## config.mk

```make
export PLATFORM = sky130hd
export DESIGN_NAME = csa_resolver_flat
export DESIGN_NICKNAME = d
export VERILOG_FILES = /design/src/rtl/csa_resolver_if.sv /design/src/rtl/csa_resolver.sv /design/src/flat_wrapper.sv
export SDC_FILE = /design/constraint.sdc
export NUM_CORES = 1
export LEC_CHECK = 0
export CAP_MARGIN = 20
export CORE_UTILIZATION = 36
export DETAILED_ROUTE_END_ITERATION = 12
export SETUP_SLACK_MARGIN = 0.2
export SLEW_MARGIN = 20
export SYNTH_ARGS = -nofsm -noshare
export SYNTH_HDL_FRONTEND = slang
export SYNTH_SLANG_ARGS = --single-unit
```

## constraint.sdc

```tcl
create_clock -name clk -period 1.53 [get_ports clk]
set_input_delay 0.306 -clock clk [delete_from_list [all_inputs] [get_ports clk]]
set_output_delay 0.306 -clock clk [all_outputs]
set_load 0.005 [all_outputs]
```

## src/rtl/csa_resolver_if.sv

```systemverilog
// Handshake bundle between a carry-save producer and csa_resolver: redundant pair in, binary total out.
interface csa_resolver_if #(
  parameter int WIDTH = 4
);
  logic [WIDTH-1:0] sum_vec;
  logic [WIDTH-1:0] carry_vec;
  logic             in_valid;
  logic             in_ready;
  logic [WIDTH+1:0] result;
  logic             out_valid;
  logic             out_ready;
  logic             busy;

  modport master (
    output sum_vec, carry_vec, in_valid, out_ready,
    input  in_ready, result, out_valid, busy
  );

  modport slave (
    input  sum_vec, carry_vec, in_valid, out_ready,
    output in_ready, result, out_valid, busy
  );
endinterface

```

## src/rtl/csa_resolver.sv

```systemverilog
// Bit-serial carry-propagate resolver: result = sum_vec + 2*carry_vec through one full adder; WIDTH+1 clocks accept-to-valid.
// One pair in flight; in_ready low through RUN/DONE, DONE holds result until out_ready.
module csa_resolver #(
  parameter int WIDTH = 4
) (
  input  logic          clk,
  input  logic          rst,
  csa_resolver_if.slave io
);
  localparam int CNT_W = $clog2(WIDTH + 2);

  typedef enum logic [1:0] {IDLE, RUN, DONE} state_t;

  // a holds sum_vec bits, b holds carry_vec pre-shifted by one so both present bit i at [0]
  typedef struct packed {
    logic [WIDTH-1:0] a;
    logic [WIDTH:0]   b;
  } opnd_t;

  state_t           state_q, state_d;
  opnd_t            opnd_q, opnd_d;
  logic             c_q, c_d;
  logic [CNT_W-1:0] cnt_q, cnt_d;
  logic [WIDTH+1:0] result_q, result_d;
  logic             in_ready_q, in_ready_d;
  logic             out_valid_q, out_valid_d;
  logic             busy_q, busy_d;

  logic fa_a, fa_b, fa_sum, fa_cout;

  assign fa_a    = opnd_q.a[0];
  assign fa_b    = opnd_q.b[0];
  assign fa_sum  = fa_a ^ fa_b ^ c_q;
  assign fa_cout = (fa_a & fa_b) | (fa_a & c_q) | (fa_b & c_q);

  always_comb begin
    state_d  = state_q;
    opnd_d   = opnd_q;
    c_d      = c_q;
    cnt_d    = cnt_q;
    result_d = result_q;

    case (state_q)
      IDLE: begin
        if (io.in_valid && in_ready_q) begin
          opnd_d.a = io.sum_vec;
          opnd_d.b = {io.carry_vec, 1'b0};
          c_d      = 1'b0;
          cnt_d    = '0;
          result_d = '0;
          state_d  = RUN;
        end
      end
      RUN: begin
        result_d[cnt_q] = fa_sum;
        c_d             = fa_cout;
        opnd_d.a        = opnd_q.a >> 1;
        opnd_d.b        = opnd_q.b >> 1;
        cnt_d           = cnt_q + 1'b1;
        // Top position: the final carry becomes the MSB, no further column needed
        if (cnt_q == CNT_W'(WIDTH)) begin
          result_d[WIDTH+1] = fa_cout;
          state_d           = DONE;
        end
      end
      DONE: begin
        if (io.out_ready) state_d = IDLE;
      end
      default: state_d = IDLE;
    endcase

    in_ready_d  = (state_d == IDLE);
    busy_d      = (state_d == RUN);
    out_valid_d = (state_d == DONE);
  end

  always_ff @(posedge clk or posedge rst) begin
    if (rst) begin
      state_q     <= IDLE;
      opnd_q      <= '0;
      c_q         <= 1'b0;
      cnt_q       <= '0;
      result_q    <= '0;
      in_ready_q  <= 1'b1;
      out_valid_q <= 1'b0;
      busy_q      <= 1'b0;
    end else begin
      state_q     <= state_d;
      opnd_q      <= opnd_d;
      c_q         <= c_d;
      cnt_q       <= cnt_d;
      result_q    <= result_d;
      in_ready_q  <= in_ready_d;
      out_valid_q <= out_valid_d;
      busy_q      <= busy_d;
    end
  end

  assign io.in_ready  = in_ready_q;
  assign io.out_valid = out_valid_q;
  assign io.busy      = busy_q;
  assign io.result    = result_q;
endmodule

```

## src/flat_wrapper.sv

```systemverilog
// flat-port wrapper written by rule: the top's interface ports become plain ports
module csa_resolver_flat 
#(
  parameter int WIDTH = 4
)
  (clk, rst, io_sum_vec, io_carry_vec, io_in_valid, io_out_ready, io_in_ready, io_result, io_out_valid, io_busy);
  csa_resolver_if #(.WIDTH(WIDTH)) io_i ();
  input  logic clk;
  input  logic rst;
  input wire logic [$bits(io_i.sum_vec)-1:0] io_sum_vec;
  input wire logic [$bits(io_i.carry_vec)-1:0] io_carry_vec;
  input wire logic [$bits(io_i.in_valid)-1:0] io_in_valid;
  input wire logic [$bits(io_i.out_ready)-1:0] io_out_ready;
  output wire logic [$bits(io_i.in_ready)-1:0] io_in_ready;
  output wire logic [$bits(io_i.result)-1:0] io_result;
  output wire logic [$bits(io_i.out_valid)-1:0] io_out_valid;
  output wire logic [$bits(io_i.busy)-1:0] io_busy;
  assign io_i.sum_vec = io_sum_vec;
  assign io_i.carry_vec = io_carry_vec;
  assign io_i.in_valid = io_in_valid;
  assign io_i.out_ready = io_out_ready;
  assign io_in_ready = io_i.in_ready;
  assign io_result = io_i.result;
  assign io_out_valid = io_i.out_valid;
  assign io_busy = io_i.busy;
  csa_resolver #(.WIDTH(WIDTH)) u_core (.clk(clk), .rst(rst), .io(io_i));
endmodule
```

==> metrics <==
Final Cycle Share 101%; CP max FO 4; Peak VDD IR 792 µV; Global Route Usage Sum 17.5%; total core area 0.00310 mm²; root buffer cell clkbuf_4; post-synth top area cell dfrtp_1; post-DR wirelength/cell 14.2 µm; Syn Area/Cell 12.0 µm²; Switching Fraction 36.8%; failing checks setup timing; Clock Sinks 24; Comb pwr share 63.6%; antenna cells 0; Max-Cap Viols 0; unrepaired setup endpoints after global routing yes; Max Slew Vio Count 0; worst slew margin relative to its limit 77.2%; number of hold buffers added after cts 0; total global routing overflow 0; Nets 163; Die W 59.4 µm; r2r worst-path depth 4; Final Hold Violating Endpoints 0; Area contributors post-synth dfrtp_1, mux2_4, mux2_2; Clock Skew 0.0119 ns; final setup vio count 2; Async SR Flop Fraction 100%; Initial DRC Count 48; setup ws final -0.0189 ns; TritonCTS Buffers 3; Ys Warns 0; worst r2r src u_core.fa_b; drt total wl 2710 µm; f_max 0.646 GHz; IO buf count 20; vias in the first global route 1002; Mapped Cells 99; PwrDens 2190 mW/mm²; Critical Path RT 1.80 ns; antenna violations before repair 0; Starting Density 38.3%; Clock Path Buffers 2; CP startpoint u_core.fa_b; setup_tns -0.0231 ns; DRC errors left 0; routability-driven placement congestion ratio 0.754; Hold WC Path Type input pin to async pin; LEAKAGE 0.860 nW; worst-skew pair later-pin latency 0.32 ns; sequential power share 28.8%; Synth Flop Type dfrtp_1; Area Overhead vs Synth 45.5%; crit path time final 1.55 ns; Core Rows 20; die area 0.00353 mm²; I/O pin cnt 21; Pint 2.40 mW; endpoint class of the critical path flop; status finished with violations; via density per instance 5.16; CP Data Arrival Time 1.82 ns; worst-margin pin slew 0.342 ns; post-synth top area share 48.5%; final cell count without fillers 191; Die Span Y 59.4 µm; share of cells above drive strength 1 35.4%; Unique masters post-synth 32; register area share after synthesis 50.7%; Worst Path Class, Setup flop to flop; TritonRoute pass-1 iters 4; first-pass GRT wire length 4530 µm; Final ANT Viol Nets 0; Post-Syn Area 0.00119 mm²; pin count of the biggest net entering global routing 25; clock power share 7.6%; via count 985; placed cells 172; count leader, synth dfrtp_1; CTS H-tree lvls 1; HPWL after DPL 1740 µm; Clk pin slew, worst setup/hold paths 0.13 ns; syn_nets 114; Synth Register Bits 24; CTS tree done; top cells by count, synth dfrtp_1, o21ai_0, a211o_1, nand2_1; Worst Setup Start Kind flop; switching power 1.40 mW; EDFF count, synth 0
==> layer usage <==
| metal | vias up | GRT usage, % | share of wire, % | routed length (µm) |
|---|---|---|---|---|
| met5 | - | 0 | 0 | 0 |
| met4 | 0 | 6.12 | 0.96 | 26 |
| met3 | 4 | 4.80 | 3.0 | 82 |
| met2 | 19 | 30.2 | 51 | 1370 |
| met1 | 496 | 20.8 | 45 | 1220 |
| li1 | 466 | - | - | - |
==> power by group through the flow <==
stage	combinational, mW	sequential (mW)	clock [mW]
detailed placement	1.86	1.12	0
global placement	1.82	1.11	0
CTS	2.21	1.08	0.298
finish	2.41	1.09	0.287
global route	2.62	1.13	0.321
floorplan	1.20	1.10	0
==> worst max-delay path, stage by stage, from the launching register on <==
cell and delay, ns:
dfrtp_1 0.43, fa_2 0.63, nand4bb_4 0.15, nor3_2 0.18, a211o_1 0.12
==> kinds of logic after synthesis <==
group | Yosys count | synth area share (%)
AND/OR/NAND/NOR | 21 | 9.80
flip-flops | 24 | 50.7
adder cells (fa/ha/maj) | 3 | 3.79
AO/OA/AOI/OAI | 31 | 19.7
multiplexers | 10 | 10.5
buffers and inverters | 10 | 5.48
==> sequential cells by signal (all words and copies together) (netlist names) <==
name,cells
u_core.io.busy,1
u_core.io.result,6
u_core.opnd_q,7
u_core.state_q,2
u_core.fa_b,1
u_core.cnt_q,3
u_core.io.out_valid,1
u_core.fa_a,1
u_core.io.in_ready,1
u_core.c_q,1
==> per-stage QoR <==
step	worst slack (ns)	instance area [µm²]	hold WS (ns)	utilization, %	power, mW
final	-0.0189	1730	0.309	55.7	3.79
after floorplan	0.0766	1190	0.320	-	2.29
after global routing	-0.0905	1730	0.378	55.7	4.06
after global placement	-0.211	1520	0.482	49.0	2.94
after CTS	-0.0775	1660	0.318	53.3	3.59
after detailed placement	-0.247	1520	0.502	49.0	2.99
==> cells in the final DEF (no fill, tap or decap), types with 4 or more instances in the layout <==
master,netlist,final
buf_4,1,24
dfrtp_1,23,23
clkdlybuf4s50_1,0,11
mux2_4,4,8
nand2_1,5,5
a211o_1,5,5
o21ai_1,0,4
a22o_1,4,4
inv_1,4,4
dlygate4sd2_1,0,4
clkdlybuf4s15_1,0,4
buf_6,3,4
==> what timing repair did <==
item,4_1_cts,5_1_grt
setup buffers,11,3
gates cloned,0,1
gates resized for setup,23,13
endpoints found under the hold margin,0,0
pin swaps,9,4
setup endpoints to repair,26,24
==> final cells by class <==
class | instances | area (µm²)
Fill cell | 288 | 1380
Sequential cell | 24 | 602
Multi-Input combinational cell | 66 | 594
Timing Repair Buffer | 49 | 435
Tap cell | 44 | 55.1
Clock buffer | 4 | 26.3
Inverter | 4 | 15.0
==> worst paths after layout <==
path / end / slack [ns]
setup / recovery: u_core.io.result[3] / -0.02
max in group asynchronous: u_core.io.in_ready / 0.92
min in group clk: u_core.opnd_q[2] / 0.53
setup reg to reg: u_core.io.result[3] / -0.02
hold reg to reg: u_core.opnd_q[2] / 0.53
hold / removal: u_core.state_q[1] / 0.31
No activity file was read; power rests on OpenSTA's default activity.
